$ cat src/rtl/morse_pkg.sv
// Shared definitions for the Morse encoder: symbol code constants, FSM state
// encoding and the code-to-pattern record.
package morse_pkg;

    localparam logic [5:0] CODE_DIGIT0 = 6'd26;
    localparam logic [5:0] CODE_WORD   = 6'd36;

    typedef enum logic [2:0] {
        IDLE,
        LOAD,
        MARK,
        GAP,
        CHAR_GAP,
        WORD_GAP
    } state_t;

    // Pattern is right-aligned and sent MSB-first from bit len-1; 1 = dash.
    typedef struct packed {
        logic [2:0] len;
        logic [4:0] pattern;
    } pattern_t;

endpackage

$ cat src/rtl/morse_lut.sv
// Combinational code-to-pattern table. Digits 26..35 are only present when
// MORSE_DIGITS_EN is defined; otherwise they fall through as unsupported.
module morse_lut
    import morse_pkg::*;
(
    input  logic [5:0] code,
    output logic [2:0] len,
    output logic [4:0] pattern,
    output logic       valid
);

    pattern_t entry;

    always_comb begin
        entry = '{3'd0, 5'b00000};
        valid = 1'b1;
        case (code)
            6'd0:  entry = '{3'd2, 5'b00001};
            6'd1:  entry = '{3'd4, 5'b01000};
            6'd2:  entry = '{3'd4, 5'b01010};
            6'd3:  entry = '{3'd3, 5'b00100};
            6'd4:  entry = '{3'd1, 5'b00000};
            6'd5:  entry = '{3'd4, 5'b00010};
            6'd6:  entry = '{3'd3, 5'b00110};
            6'd7:  entry = '{3'd4, 5'b00000};
            6'd8:  entry = '{3'd2, 5'b00000};
            6'd9:  entry = '{3'd4, 5'b00111};
            6'd10: entry = '{3'd3, 5'b00101};
            6'd11: entry = '{3'd4, 5'b00100};
            6'd12: entry = '{3'd2, 5'b00011};
            6'd13: entry = '{3'd2, 5'b00010};
            6'd14: entry = '{3'd3, 5'b00111};
            6'd15: entry = '{3'd4, 5'b00110};
            6'd16: entry = '{3'd4, 5'b01101};
            6'd17: entry = '{3'd3, 5'b00010};
            6'd18: entry = '{3'd3, 5'b00000};
            6'd19: entry = '{3'd1, 5'b00001};
            6'd20: entry = '{3'd3, 5'b00001};
            6'd21: entry = '{3'd4, 5'b00001};
            6'd22: entry = '{3'd3, 5'b00011};
            6'd23: entry = '{3'd4, 5'b01001};
            6'd24: entry = '{3'd4, 5'b01011};
            6'd25: entry = '{3'd4, 5'b01100};
`ifdef MORSE_DIGITS_EN
            CODE_DIGIT0 + 6'd0: entry = '{3'd5, 5'b11111};
            CODE_DIGIT0 + 6'd1: entry = '{3'd5, 5'b01111};
            CODE_DIGIT0 + 6'd2: entry = '{3'd5, 5'b00111};
            CODE_DIGIT0 + 6'd3: entry = '{3'd5, 5'b00011};
            CODE_DIGIT0 + 6'd4: entry = '{3'd5, 5'b00001};
            CODE_DIGIT0 + 6'd5: entry = '{3'd5, 5'b00000};
            CODE_DIGIT0 + 6'd6: entry = '{3'd5, 5'b10000};
            CODE_DIGIT0 + 6'd7: entry = '{3'd5, 5'b11000};
            CODE_DIGIT0 + 6'd8: entry = '{3'd5, 5'b11100};
            CODE_DIGIT0 + 6'd9: entry = '{3'd5, 5'b11110};
`endif
            default: valid = 1'b0;
        endcase
    end

    assign len     = entry.len;
    assign pattern = entry.pattern;

endmodule

$ cat src/rtl/morse_encoder.sv
// Morse keyer: accepts one symbol code at a time and keys it out with standard
// unit timing. Digit support is enabled by defining MORSE_DIGITS_EN.
module morse_encoder
    import morse_pkg::*;
#(
    parameter int unsigned UNIT_CYCLES = 25000000
) (
    input  logic       in_clk,
    input  logic       rst,
    input  logic       char_valid,
    input  logic [5:0] char_code,
    output logic       char_ready,
    output logic       key_out,
    output logic       busy,
    output logic       err
);

    localparam logic [31:0] UNIT_TC = 32'(UNIT_CYCLES - 1);

    state_t      state, next_state;
    logic [5:0]  code_q;
    logic [31:0] unit_cnt;
    logic [1:0]  unit_idx;
    logic [1:0]  last_unit;
    logic [2:0]  elem_idx;
    logic [2:0]  lut_len;
    logic [4:0]  lut_pattern;
    logic        lut_valid;
    logic        timed, unit_tc, elem_done, err_next;

    morse_lut u_lut (
        .code    (code_q),
        .len     (lut_len),
        .pattern (lut_pattern),
        .valid   (lut_valid)
    );

    assign char_ready = (state == IDLE);
    assign busy       = ~char_ready;
    assign timed      = (state == MARK) || (state == GAP) ||
                        (state == CHAR_GAP) || (state == WORD_GAP);
    assign unit_tc    = (unit_cnt == UNIT_TC);

    // last_unit is the final unit index of the current element or gap.
    always_comb begin
        next_state = state;
        err_next   = 1'b0;
        last_unit  = 2'd0;
        case (state)
            MARK:     last_unit = lut_pattern[elem_idx] ? 2'd2 : 2'd0;
            CHAR_GAP: last_unit = 2'd2;
            WORD_GAP: last_unit = 2'd3;
            default:  last_unit = 2'd0;
        endcase
        elem_done = timed && unit_tc && (unit_idx == last_unit);
        case (state)
            IDLE: if (char_valid) next_state = LOAD;
            LOAD: begin
                if (code_q == CODE_WORD) begin
                    next_state = WORD_GAP;
                end else if (lut_valid) begin
                    next_state = MARK;
                end else begin
                    next_state = IDLE;
                    err_next   = 1'b1;
                end
            end
            MARK:     if (elem_done) next_state = (elem_idx == 3'd0) ? CHAR_GAP : GAP;
            GAP:      if (elem_done) next_state = MARK;
            CHAR_GAP: if (elem_done) next_state = IDLE;
            WORD_GAP: if (elem_done) next_state = IDLE;
            default:  next_state = IDLE;
        endcase
    end

    // Counters restart on every state change so back-to-back elements stay exact.
    always_ff @(posedge in_clk or negedge rst) begin
        if (!rst) begin
            state    <= IDLE;
            code_q   <= 6'd0;
            unit_cnt <= 32'd0;
            unit_idx <= 2'd0;
            elem_idx <= 3'd0;
            key_out  <= 1'b0;
            err      <= 1'b0;
        end else begin
            state   <= next_state;
            key_out <= (next_state == MARK);
            err     <= err_next;
            if (state == IDLE && char_valid) code_q <= char_code;
            if (state == LOAD) begin
                elem_idx <= lut_len - 3'd1;
            end else if (state == GAP && next_state == MARK) begin
                elem_idx <= elem_idx - 3'd1;
            end
            if (!timed || next_state != state) begin
                unit_cnt <= 32'd0;
                unit_idx <= 2'd0;
            end else if (unit_tc) begin
                unit_cnt <= 32'd0;
                unit_idx <= unit_idx + 2'd1;
            end else begin
                unit_cnt <= unit_cnt + 32'd1;
            end
        end
    end

endmodule

$ cat config.mk
export PLATFORM = sky130hd
export DESIGN_NAME = morse_encoder
export DESIGN_NICKNAME = d
export VERILOG_FILES = /design/src/rtl/morse_pkg.sv /design/src/rtl/morse_lut.sv /design/src/rtl/morse_encoder.sv
export SDC_FILE = /design/constraint.sdc
export NUM_CORES = 1
export LEC_CHECK = 0
export ABC_CLOCK_PERIOD_IN_PS = 2620
export CAP_MARGIN = 25
export CORE_MARGIN = 2
export CORE_UTILIZATION = 55
export DETAILED_ROUTE_END_ITERATION = 7
export GPL_TIMING_DRIVEN = 0
export MAX_ROUTING_LAYER = met4
export PLACE_DENSITY = 0.84
export SYNTH_ARGS = -nofsm -noshare
export SYNTH_HDL_FRONTEND = slang
export SYNTH_SLANG_ARGS = --single-unit
$ cat constraint.sdc
create_clock -name in_clk -period 2.62 [get_ports in_clk]
set_input_delay 0.786 -clock in_clk [delete_from_list [all_inputs] [get_ports in_clk]]
set_output_delay 0.786 -clock in_clk [all_outputs]
set_load 0.03 [all_outputs]
# == Word level (Yosys, flattened, before mapping) ==
# Cells that the tools add are included.
# totals
wordCells,87
regBits,48
# classes
addsub,4
bitwise_logic,1
reduce_logical,16
muxes,23
n_eq_ne,35
order_cmp,1
# ops
operator,count
case mux 8 bit (26 select lines),1
two-way mux 32 bit,2
== test 6 x 5 -> 1 bit (second input constant),10
== test 6 x 4 -> 1 bit (second input constant),8
adder 32 x 1 -> 32 bit (second input constant),1
== test 32 x 25 -> 1 bit (second input constant),1
OR reduction 26 bit,1
== test 6 x 3 -> 1 bit (second input constant),4
two-way mux 3 bit,8
case mux 3 bit (5 select lines),1
== test 6 x 2 -> 1 bit (second input constant),2
== test 3 x 2 -> 1 bit (second input constant),3
two-way mux 2 bit,4
== test 3 bit (second input constant),2
== test 6 x 1 -> 1 bit (second input constant),1
== test 6 bit (second input constant),1
logical NOT 3 bit,2
logical NOT 6 bit,1
case mux 2 bit (3 select lines),1
subtractor 3 x 1 -> 3 bit (second input constant),2
two-way mux 1 bit,5
logical AND 1 bit,4
logical OR 1 bit,4
< comparator 3 x 4 -> 1 bit (second input constant),1
other kinds (9),10

# == Logic depth before layout (Yosys ltp) ==
# logic_depth
depth_word,14
depth_mapped,12
mapped_depth_nobuf,10

# == Hierarchy ==
# Synthesis repeated with hierarchy kept, for this count alone.
# unflattened
cells_unflattened,326
area_unflattened_um2,2911.5
# by_module_without_submodules
mod,area_per_inst_um2,n_inst,seq_area_each_um2,cells_each
morse_encoder,2483.6,1,1201.2,257
morse_lut,427.9,1,0.0,69

# == Worst setup path after synthesis ==
# No wires, ideal clock.
# synth_timing
kind,register to register
startpoint,register code_q[0]
endpoint,register elem_idx[0]
t_arrival_ps,2439
setup_ps,126
path_stages_with_launch,8
slack_ps,55
t_required_ps,2494
path_buffers,0
cell_sequence,dfrtp_1 > or3b_1 > a2111oi_2 > a211oi_1 > o221a_4 > o21a_4 > or3_4 > a311o_1
# synth_via
elab_chain_cells,13
elab_cells_between_ends,47
# synth_rtl
element,line_no,source
"start, declared",morse_encoder.sv:21,logic [5:0] code_q;
"start signal, assigned",morse_encoder.sv:90,if (state == IDLE && char_valid) code_q <= char_code;
== test 6 x 5 -> 1 bit (tied with other cells),morse_lut.sv:17,case (code)
case mux 8 bit (26 select lines),morse_lut.sv:17,
binary-select mux 1 bit (select 3 bit),morse_encoder.sv:50,MARK: last_unit = lut_pattern[elem_idx] ? 2'd2 : 2'd0;
two-way mux 1 bit (implied by the code),morse_encoder.sv:50,
two-way mux 2 bit,morse_encoder.sv:50,
case mux 2 bit (3 select lines),morse_encoder.sv:49,case (state)
== test 2 bit,morse_encoder.sv:55,elem_done = timed && unit_tc && (unit_idx == last_unit);
logical AND 1 bit,morse_encoder.sv:55,
two-way mux 3 bit (on tied branches),-,
case mux 3 bit (5 select lines),morse_encoder.sv:56,case (state)
== test 3 x 2 -> 1 bit,morse_encoder.sv:93,end else if (state == GAP && next_state == MARK) begin
logical AND 1 bit,morse_encoder.sv:93,
nonzero test 2 bit (no line),-,
"end signal, assigned",morse_encoder.sv:92,elem_idx <= lut_len - 3'd1;
"end signal, assigned",morse_encoder.sv:94,elem_idx <= elem_idx - 3'd1;
"end, declared",morse_encoder.sv:25,logic [2:0] elem_idx;
# Several ways; a longest one is shown, not always the timed one. The select of a mux whose other input is x is not followed.
# A chain may end at the register's enable or synchronous reset.

# == Worst setup path in the final report ==
# layout_timing
startpoint,register code_q[1]
endpoint,register elem_idx[0]
# The elaborated chain is that of the path after synthesis.

==> impl_metrics.prom <==
# TYPE chip_impl_metric gauge
chip_impl_info{name="outcome",value="complete, but fails checks"} 1
chip_impl_info{name="violations_in_the_final_reports",value="negative setup slack"} 1
chip_impl_metric{name="cts.htree.levels",unit=""} 2
chip_impl_metric{name="sequential_cell_area",unit="um2"} 1200
chip_impl_metric{name="setup_viol",unit=""} 2
chip_impl_metric{name="period_needed",unit="ps"} 2680
chip_impl_metric{name="post-synth-top-area-fraction",unit=""} 0.395
chip_impl_metric{name="total_die_area",unit="um2"} 6140
chip_impl_metric{name="postLayoutCellArea",unit="um2"} 3640
chip_impl_metric{name="seq_area_frac_synth",unit=""} 0.395
chip_impl_info{name="cpMaxStageDelayCell",value="sky130_fd_sc_hd__dfrtp_1"} 1
chip_impl_metric{name="placed_cells",unit=""} 424
chip_impl_metric{name="grt_start_max_net_pins",unit=""} 36
chip_impl_metric{name="synthArstFlopShare",unit=""} 1.00
chip_impl_info{name="start_kind",value="flip-flop"} 1
chip_impl_metric{name="vdd.ir_drop.worst",unit="V"} 0.000241
chip_impl_metric{name="drt_pass1_iterations",unit=""} 5
chip_impl_metric{name="wire_length_reported_by_the_detailed_router",unit="mm"} 7.49
chip_impl_metric{name="floorplan.core_area",unit="um2"} 5410
chip_impl_metric{name="static-leakage-power",unit="uW"} 0.00152
chip_impl_metric{name="timing.final.hold_violations",unit=""} 0
chip_impl_metric{name="dieHeight",unit="um"} 78.3
chip_impl_metric{name="clock_network_latency_to_the_later_pin_of_the_worst_skew_pair",unit="ps"} 320
chip_impl_metric{name="place_congestion",unit=""} 0.902
chip_impl_metric{name="clock_sinks",unit=""} 48
chip_impl_metric{name="via_count",unit=""} 2766
chip_impl_info{name="worst_setup_path_end_kind",value="flip-flop"} 1
chip_impl_metric{name="synth-edff-count",unit=""} 0
chip_impl_metric{name="critical_path.max_fanout",unit=""} 6
chip_impl_info{name="tritoncts",value="done"} 1
chip_impl_metric{name="routed_wire_length_per_instance",unit="um"} 17.0
chip_impl_metric{name="power.density_cell_area",unit="nW/um2"} 368
chip_impl_metric{name="multi_input_area",unit="um2"} 1880
chip_impl_metric{name="fmax",unit="GHz"} 0.373
chip_impl_metric{name="cp_num_buf_inv",unit=""} 0
chip_impl_metric{name="design.portCount",unit=""} 13
chip_impl_metric{name="drv_slew",unit=""} 0
chip_impl_metric{name="via_per_inst",unit=""} 6.26
chip_impl_metric{name="worst-slew-pin-transition",unit="ps"} 702
chip_impl_metric{name="grt_util_all_layers",unit=""} 0.257
chip_impl_metric{name="syn-mean-instance-area",unit="um2"} 8.97
chip_impl_metric{name="layout.cells.non_filler",unit=""} 442
chip_impl_metric{name="antenna_violating_nets_remaining",unit=""} 0
chip_impl_metric{name="drive_above_1_share",unit=""} 0.224
chip_impl_info{name="critical_path.cell_chain",value="or3b_4 -> a2111oi_4 -> a211oi_2 -> o221a_4 -> o21a_4 -> or3_4 -> a311o_1"} 1
chip_impl_metric{name="yosysWarningCount",unit=""} 0
chip_impl_info{name="ctsRootBufferMaster",value="sky130_fd_sc_hd__clkbuf_8"} 1
chip_impl_metric{name="slew_limit_headroom",unit=""} 0.531
chip_impl_metric{name="antenna_found_initial",unit=""} 0
chip_impl_metric{name="number_of_buffers_on_the_longest_clock_path",unit=""} 2
chip_impl_metric{name="placed_cell_area",unit="um2"} 3260
chip_impl_metric{name="placement.io_buffers",unit=""} 12
chip_impl_info{name="yosys-top-cells-area",value="sky130_fd_sc_hd__dfrtp_1, sky130_fd_sc_hd__xor2_1, sky130_fd_sc_hd__a21oi_1"} 1
chip_impl_metric{name="skew",unit="ps"} 11.3
chip_impl_metric{name="synthesis.nets",unit=""} 350
chip_impl_metric{name="grt_remaining_overflow",unit=""} 0
chip_impl_metric{name="number_of_maximum_capacitance_constraint_violations",unit=""} 0
chip_impl_metric{name="ys_seq_elements",unit=""} 48
chip_impl_info{name="rsz_0062_raised_after_global_routing",value="true"} 1
chip_impl_metric{name="critical_path.max_stage_delay",unit="ps"} 440
chip_impl_metric{name="remaining_drc_errors",unit=""} 0
chip_impl_metric{name="synthesized_area",unit="um2"} 3040
chip_impl_info{name="layout.cells.most_common",value="sky130_fd_sc_hd__dfrtp_1"} 1
chip_impl_metric{name="nets",unit=""} 380
chip_impl_metric{name="layout.filler_cells",unit=""} 413
chip_impl_metric{name="via_count_of_the_first_global_routing_pass",unit=""} 2542
chip_impl_metric{name="grt_first_pass_wirelength",unit="mm"} 12.2
chip_impl_info{name="type_of_the_worst_setup_path",value="flip-flop to flip-flop"} 1
chip_impl_metric{name="critical_path_required",unit="ps"} 2820
chip_impl_metric{name="cp_data_arrival_time",unit="ps"} 2880
chip_impl_metric{name="initialDrtViolationCount",unit=""} 268
chip_impl_info{name="hold_path_class",value="input pin to async pin"} 1
chip_impl_metric{name="tritoncts_buffer_count",unit=""} 5
chip_impl_info{name="synth.largest_area_cell",value="sky130_fd_sc_hd__dfrtp_1"} 1
chip_impl_info{name="postSynth.topFlopCell",value="sky130_fd_sc_hd__dfrtp_1"} 1
chip_impl_metric{name="initial_core_utilization",unit=""} 0.562
chip_impl_metric{name="die_width",unit="um"} 78.3
chip_impl_metric{name="fin_total_pwr",unit="uW"} 1340
chip_impl_metric{name="min_period_over_period",unit=""} 1.02
chip_impl_metric{name="area_delta_synth_final",unit="%"} 19.9
chip_impl_info{name="most_used_cells_in_the_layout_excluding_fill_and_tap_cells",value="sky130_fd_sc_hd__dfrtp_1, sky130_fd_sc_hd__nor2_1, sky130_fd_sc_hd__nand2_1"} 1
chip_impl_metric{name="place_hpwl",unit="mm"} 4.73
chip_impl_metric{name="post_synthesis_cell_count",unit=""} 339
chip_impl_metric{name="setup_slack",unit="ps"} -61.3
chip_impl_metric{name="clk_transition_reported_paths",unit="ps"} 100
chip_impl_info{name="timing.critical_path.max_delay_family",value="compound AO/OA/AOI/OAI gates"} 1
chip_impl_metric{name="synthDistinctLibCells",unit=""} 60
chip_impl_metric{name="placement_rows",unit=""} 27
chip_impl_metric{name="antenna_cells",unit=""} 0
==> routing by layer <==
metal | vias to the layer above | wire length [um] | track usage
li1 | 1284 | - | -
met1 | 1341 | 3280 | 0.345
met2 | 125 | 3600 | 0.399
met3 | 16 | 465 | 0.0448
met4 | 0 | 140 | 0.0860
met5 | - | 0 | -
==> sequential cells by signal, summed over array words and instances, names as in the netlist <==
register  flops
state         3
unit_idx      2
unit_cnt     32
elem_idx      3
code_q        6
err           1
key_out       1
==> repair_timing <==
action                                  CTS  global route
buffers inserted                          5             4
gates cloned                              0             1
endpoints found under the setup margin   18            36
endpoints found under the hold margin     0             0
hold buffers                              0             0
pin swaps                                 4            22
gates resized for setup                  23            39
==> cell families (layout without fill, tap and decap cells) <==
kind of cell / Yosys count / after routing / share of synthesized area
simple gates: 147 / 147 / 0.268
xor+xnor: 34 / 34 / 0.0980
mux: 7 / 7 / 0.0255
flops: 48 / 48 / 0.395
buf+inv: 28 / 59 / 0.0362
compound gates: 73 / 73 / 0.168
fa+ha+maj: 2 / 2 / 0.00823
==> worst register-to-register path, delay by kind of cell, from the launching register on <==
family | cells | cell delay, ps
simple gates | 2 | 850
compound gates | 5 | 1280
flops | 1 | 440
==> cells in the mapped netlist (7+ instances only) <==
cell type	count
sky130_fd_sc_hd__nor2_1	29
sky130_fd_sc_hd__a21oi_1	28
sky130_fd_sc_hd__nand4_1	8
sky130_fd_sc_hd__inv_1	8
sky130_fd_sc_hd__clkbuf_1	15
sky130_fd_sc_hd__nor3_1	7
sky130_fd_sc_hd__xnor2_1	13
sky130_fd_sc_hd__nor2b_1	8
sky130_fd_sc_hd__xor2_1	21
sky130_fd_sc_hd__nand2_1	26
sky130_fd_sc_hd__nand3_1	14
sky130_fd_sc_hd__and3_1	13
sky130_fd_sc_hd__o21ai_0	10
sky130_fd_sc_hd__dfrtp_1	48
==> path summary, 6_finish.rpt <==
check	slack, ps	end	depth (start not counted)	from
min in group in_clk	520	unit_cnt[0]	1	unit_cnt[0]
max in group asynchronous	1760	elem_idx[0]	2	rst
hold / removal	360	unit_cnt[3]	1	rst
setup reg to reg	-60	elem_idx[0]	7	code_q[1]
hold reg to reg	520	unit_cnt[0]	1	unit_cnt[0]
setup / recovery	-60	elem_idx[0]	7	code_q[1]
==> layout make-up <==
| class | instances | share of cell area |
|---|---|---|
| Inverter | 8 | 0.00824 |
| Clock buffer | 5 | 0.0189 |
| Sequential cell | 48 | 0.330 |
| Buffer | 19 | 0.0299 |
| Timing Repair Buffer | 24 | 0.0594 |
| Tap cell | 72 | 0.0247 |
| Clock inverter | 3 | 0.0127 |
| Multi-Input combinational cell | 263 | 0.517 |
==> report_power, final <==
group          leakage, uW  internal [uW]  total [uW]  switching (uW)
logic             0.000826           12.9        29.3            16.4
registers         0.000635            740         740               0
clock network    0.0000548            288         573             285
total              0.00152           1040        1340             302
==> through the flow <==
stage	hold WS (ps)	setup slack, ps	TNS, ps	util
6_report	355	-61.3	-118	0.674
4_1_cts	373	9.18	0	0.644
3_3_place_gp	471	-592	-31470	0.601
5_1_grt	377	-97.6	-584	0.674
2_1_floorplan	455	54.6	0	-
3_5_place_dp	497	-531	-3710	0.604
(Power assumes the default switching activity.)
